===== src/rtl/instr_fetch_buffer.sv =====
// Instruction word prefetch buffer: sequential 64-bit word fetch into a
// small FIFO, head word presented to the standardizer one half at a time.
// Optional feature macro: IFB_BYPASS_EN (combinational mem_data -> dc path
// when the FIFO is empty).
module instr_fetch_buffer #(
   parameter int                DEPTH      = 2,
   parameter int                ADDR_W     = 15,
   parameter logic [ADDR_W-1:0] RESET_ADDR = '0
) (
   input  logic              clk,
   input  logic              reset,
   output logic [ADDR_W-1:0] fetch_addr,
   input  logic [63:0]       mem_data,
   input  logic              mem_valid,
   output logic              mem_ready,
   input  logic              jump,
   input  logic [ADDR_W-1:0] jump_addr,
   input  logic              jump_half,
   output logic [63:0]       dc,
   output logic              tkk,
   output logic              cmd_valid,
   input  logic              cmd_next,
   output logic [ADDR_W-1:0] pc
);

   localparam int PW = (DEPTH > 1) ? $clog2(DEPTH) : 1;
   localparam int CW = PW + 1;

   logic [PW-1:0]     wr_q, wr_d, rd_q, rd_d;
   logic [CW-1:0]     cnt_q, cnt_d;
   logic [ADDR_W-1:0] fetch_q, fetch_d, pc_q, pc_d;
   logic              tkk_q, tkk_d;
   logic [63:0]       mem_q [DEPTH];

   logic empty, full, accept, bypass, consume, pop, wr_en, fifo_pop;

   assign empty = (cnt_q == '0);
   assign full  = (cnt_q == CW'(DEPTH));

   // Readiness depends only on state, jump and reset, never on cmd_next.
   assign mem_ready = !full && !jump && !reset;
   assign accept    = mem_valid && mem_ready;

`ifdef IFB_BYPASS_EN
   assign bypass = empty && accept;
`else
   assign bypass = 1'b0;
`endif

   assign cmd_valid = !empty || bypass;
   assign dc        = !empty ? mem_q[rd_q] : (bypass ? mem_data : 64'd0);
   assign tkk       = tkk_q;
   assign pc        = pc_q;
   assign fetch_addr = fetch_q;

   // A jump cycle ignores consumption; the right half finishes a word.
   assign consume  = cmd_valid && cmd_next && !jump;
   assign pop      = consume && tkk_q;
   // A bypassed word consumed on its right half never needs storing.
   assign wr_en    = accept && !(bypass && pop);
   assign fifo_pop = pop && !empty;

   // Next-state: jump overrides everything, otherwise push/pop/half-step.
   always_comb begin
      wr_d    = wr_q;
      rd_d    = rd_q;
      cnt_d   = cnt_q;
      fetch_d = fetch_q;
      pc_d    = pc_q;
      tkk_d   = tkk_q;
      if (jump) begin
         wr_d    = '0;
         rd_d    = '0;
         cnt_d   = '0;
         fetch_d = jump_addr;
         pc_d    = jump_addr;
         tkk_d   = jump_half;
      end else begin
         if (accept)   fetch_d = fetch_q + ADDR_W'(1);
         if (wr_en)    wr_d    = wr_q + PW'(1);
         if (fifo_pop) rd_d    = rd_q + PW'(1);
         cnt_d = cnt_q + CW'(wr_en) - CW'(fifo_pop);
         if (consume)  tkk_d   = !tkk_q;
         if (pop)      pc_d    = pc_q + ADDR_W'(1);
      end
   end

   // Control state register; reset drops queued words immediately.
   always_ff @(posedge clk or posedge reset) begin
      if (reset) begin
         wr_q    <= '0;
         rd_q    <= '0;
         cnt_q   <= '0;
         fetch_q <= RESET_ADDR;
         pc_q    <= RESET_ADDR;
         tkk_q   <= 1'b0;
      end else begin
         wr_q    <= wr_d;
         rd_q    <= rd_d;
         cnt_q   <= cnt_d;
         fetch_q <= fetch_d;
         pc_q    <= pc_d;
         tkk_q   <= tkk_d;
      end
   end

   // Word storage; contents are only observed through the occupancy count.
   always_ff @(posedge clk) begin
      if (wr_en) mem_q[wr_q] <= mem_data;
   end

endmodule

===== config.mk =====
export PLATFORM = sky130hd
export DESIGN_NAME = instr_fetch_buffer
export DESIGN_NICKNAME = d
export VERILOG_FILES = /design/src/rtl/instr_fetch_buffer.sv
export SDC_FILE = /design/constraint.sdc
export NUM_CORES = 1
export LEC_CHECK = 0
export CAP_MARGIN = 15
export CORE_MARGIN = 4
export CORE_UTILIZATION = 35
export CTS_CLUSTER_SIZE = 40
export DETAILED_ROUTE_END_ITERATION = 6
export PLACE_DENSITY = 0.72
export REMOVE_ABC_BUFFERS = 1
export SLEW_MARGIN = 20
export SYNTH_ARGS = -nofsm -noshare
export SYNTH_HDL_FRONTEND = slang
export SYNTH_SLANG_ARGS = --single-unit

===== constraint.sdc =====
create_clock -name clk -period 9.6 [get_ports clk]
set_input_delay 0.96 -clock clk [delete_from_list [all_inputs] [get_ports clk]]
set_output_delay 0.96 -clock clk [all_outputs]
set_load 0.05 [all_outputs]

== Yosys cells after proc, flatten, opt, wreduce, memory -nomap -nowiden ==
Memories as Yosys holds them, arrays and structs flattened.
Cells that the tools add are included.
Word-level totals
  register bits after elaboration: 35
  latch bits: 0
  bits in writable memories: 128
  ROM bits: 0
  input bits: 85
  output and inout bits: 97
  logic and storage cells: 45
  memories: 1
Memories
  mem_q: words 2, bits a word 64, rd ports 1, clocked after Yosys merged registers in 0, write ports 1, RTL line 33  | logic [63:0] mem_q [DEPTH];
Cells by class
  add/sub/neg operators: 6
  multiply operators: 0
  divide/modulo/power cells: 0
  magnitude comparators: 0
  equality and inequality tests: 1
  shift-type cells: 0
  mux-type cells: 14
  bitwise logic cells: 0
  reductions and logical operators: 17
Operators by type and width (number)
  two-way mux 64 bit: 1
  two-way mux 15 bit: 4
  adder 15 x 1 -> 15 bit (second input constant): 2
  two-way mux 1 bit: 8
  nonzero test 2 bit: 4
  logical AND 1 bit: 7
  zero test 1 bit: 5
  adder 1 bit (second input constant): 2
  adder 2 x 1 -> 2 bit: 1
  == test 2 bit (second input constant): 1
  zero test 2 bit: 1
  two-way mux 2 bit: 1
  subtractor 2 x 1 -> 2 bit: 1

== Longest topological paths before layout ==
  depth after elaboration: 8
  gate-level depth with buffers: 9

== Least setup slack after synthesis ==
No wires, ideal clock.
  kind: in2reg
  start: input port jump
  end: memory mem_q[0][0], enable pin
  arrival: 4206 ps
  data required time: 9114 ps
  path slack: 4908 ps
  cell stages on the path: 5
  cells stage by stage: nor2_2 > and3_1 > inv_1 > buf_2 > nor2_1
On the way
  longest elaborated chain between the ends: 6
RTL lines
  start, declared: RTL line 16  | input logic jump,
  zero test 1 bit: RTL line 41  | assign mem_ready = !full && !jump && !reset;
  logical AND 1 bit (2 in series): RTL line 41
  logical AND 1 bit: RTL line 42  | assign accept = mem_valid && mem_ready;
  two-way mux 1 bit: RTL line 109  | if (wr_en) mem_q[wr_q] <= mem_data;
  two-way mux 1 bit (implied by the code): RTL line 109
  end, declared: RTL line 33
Every way passes these cells.

== Worst setup path in the final report ==
  start: input port jump
  end: output port mem_ready
On the way
  longest elaborated chain between the ends: 3
RTL lines
  zero test 1 bit: RTL line 41
  logical AND 1 bit (2 in series): RTL line 41
  end, declared: RTL line 15  | output logic mem_ready,
Every way passes these cells.

==> reports/metrics.yaml <==
status: "completed"
min_delay_path_depth: 1
drive_above_1_share_pct: 7.143
crit_family: "buffers and inverters"
ys_top_cells_by_area: "edfxtp_1 (57%), dfrtp_1 (13%), mux2i_1 (9.9%), nor2_1 (4.1%), xnor2_1 (1.7%)"
synth-main-ff-cell: "edfxtp_1"
rr_worst_depth: 5
synth_common_cells: "edfxtp_1 (128), nor2_1 (74), mux2i_1 (67), dfrtp_1 (35), nand2_1 (30)"
critPathCaptureType: "primary output"
leakage_nw: 3.122
first_pass_iters: 5
path_common_cell: "clkdlybuf4s50_1"
ir_drop_mv: 0.1216
antenna_cells: 0
clkSlewWorstSetupHoldPaths_ns: 0.07
path_class: "in2out"
overflow: 0
cts_max_level: 4
finalPower_mw: 1.716
place_area_sq_mm: 0.008872
yosysTopAreaCell: "edfxtp_1"
worstPathRequired_ns: 8.64
grt_max_degree: 66
nNetsFinal: 763
ios: 182
dp_hpwl_um: 11110
drtIter0Drc: 292
rr_startpoint: "cnt_q[0]$_DFF_PP0_"
path_cells: "clkdlybuf4s50_1 > buf_4 > nor2_2 > and2_1 > clkdlybuf4s50_1"
syn2layout_area_growth_pct: 39.19
slew_violations: 0
floorplan.die.width_um: 147.1
dp_cells: 914
reg2reg_to: "mem_q[0][21]$_DFFE_PP_"
slowest_delay_ns: 0.80
yosysUniqueCellTypes: 44
wl_um: 16310
ant_nets: 0
rows: 50
worst_pin_slew_ns: 0.9034
post-cts-setup-buffers: 0
place.gp.congestion: 0.8908
die-area_sq_mm: 0.02164
tritoncts: "yes"
timing.final.hold_violations: 0
vias: 4641
crit_buf_inv: 3
clock_sinks: 163
die_y_um: 147.1
antenna_found_initial: 0
synth_warnings: 0
crit_fanout: 41
grt_setup_unrepaired: "no"
grt_pass1_vias: 4846
fin_worst_skew_ns: 0.007066
ys_ff_latch: 163
grt_pass1_wl_um: 25740
fmax_ghz: 0.2667
min_from: "fetch_addr[9]$_DFFE_PP0P_"
synth_edf_count: 128
min_period_ns: 3.749
cts_hold_buf: 0
vias_per_cell: 4.906
reg2reg_slack_ns: 6.82
cp.arrival_ns: 2.79
core_area_sq_mm: 0.01889
hold_class: "reg2reg"
power.density_mw_per_mm2: 182.1
numCtsBuffers: 17
cts_resized: 0
syn_area_sq_mm: 0.006771
slowest_stage: "clkdlybuf4s50_1"
finalSetupViolations: 0
yosys.cell_count.top_type: "edfxtp_1"
clock_tree.buffer_depth: 2
io_buffer_count: 181
start_util_pct: 35.84
postSynthAreaPerCell_sq_um: 13.82
syn_inst: 490
post-route-period-util_pct: 39.06
stdcell_count: 946
wl_per_cell_um: 17.24
drc: 0
start_kind: "input pin"
synth_top_area_share_pct: 56.76
relSlewSlack_pct: 39.77
yosysSeqAreaShare_pct: 69.70
async_flop_share_pct: 21.47
cts_root_buf: "clkbuf_16"
tns_ns: 0
cap_violations: 0
grt_usage_pct: 15.10
stdcell_area_sq_mm: 0.009425
hold_end: "fetch_addr[9]$_DFFE_PP0P_"
clkLatencyLatePin_ns: 0.41
[flip-flops by register name, summed over array words and instances, names as in the netlist]
register / cells
pc: 15
tkk: 1
mem_q: 128
wr_q: 1
rd_q: 1
fetch_addr: 15
cnt_q: 2
[metal layers]
metal | track usage (%) | share of wire (%)
met1 | 20.34 | 43
met2 | 23.78 | 46
met3 | 3.979 | 8.9
met4 | 5.312 | 1.9
met5 | 0 | 0
[area by class of cell]
class | instances | area, sq um
clock buffers | 17 | 425.4
clock inverters | 14 | 107.6
fillers | 1631 | 9468
inverters | 13 | 48.80
multi-input cells | 292 | 1926
flip-flops and latches | 163 | 4723
well taps | 260 | 325.3
repair buffers | 187 | 1869
[placed cells by master, fill, tap and decap left out, types with 6 or more instances in the layout]
cell type        instances
clkbuf_16               17
dfrtp_1                 34
nand4_1                  9
clkdlybuf4s50_1        181
edfxtp_1               128
nand2_1                 30
xor2_1                   6
inv_1                   12
nor2_1                  72
xnor2_1                 13
mux2i_1                 67
nor3_1                   6
nand3_1                 12
clkinvlp_4               6
o21ai_0                 16
nor4_1                   8
[where the power goes]
group	switching [mW]	internal (mW)
registers	0.0274	0.789
clock network	0.274	0.332
logic	0.184	0.110
total	0.486	1.23
[worst max path at each step]
stage / start / slack [ns] / cells after the start / endpoint
6_report: jump / 5.85 / 5 / mem_ready
5_1_grt: jump / 5.75 / 5 / mem_ready
4_1_cts: rd_q$_DFFE_PP0P_ / 5.72 / 3 / dc[35]
3_5_place_dp: jump / 5.71 / 7 / mem_q[0][28]$_DFFE_PP_
3_3_place_gp: jump / 5.77 / 7 / mem_q[0][54]$_DFFE_PP_
2_1_floorplan: jump / 4.71 / 4 / mem_q[0][0]$_DFFE_PP_
[metrics by stage]
step	hold slack [ns]	util (%)	setup WS [ns]
finish	0.5586	49.89	5.851
global route	0.5789	49.89	5.750
CTS	0.5591	49.78	5.718
detailed placement	0.5353	46.96	5.708
global placement	0.5410	46.96	5.773
floorplan	0.5238	-	4.712
[logic make-up (layout without fill, tap and decap cells)]
family / Yosys count / in the layout / share of synthesized area (%)
AO/OA/AOI/OAI: 39 / 39 / 3.751
AND/OR/NAND/NOR: 159 / 159 / 10.68
buffers and inverters: 35 / 231 / 2.106
multiplexers: 71 / 71 / 10.57
XOR/XNOR: 19 / 19 / 2.458
adder cells (fa/ha/maj): 4 / 4 / 0.7391
flip-flops: 163 / 163 / 69.70
Note: power is estimated with default switching activity, not from simulation.
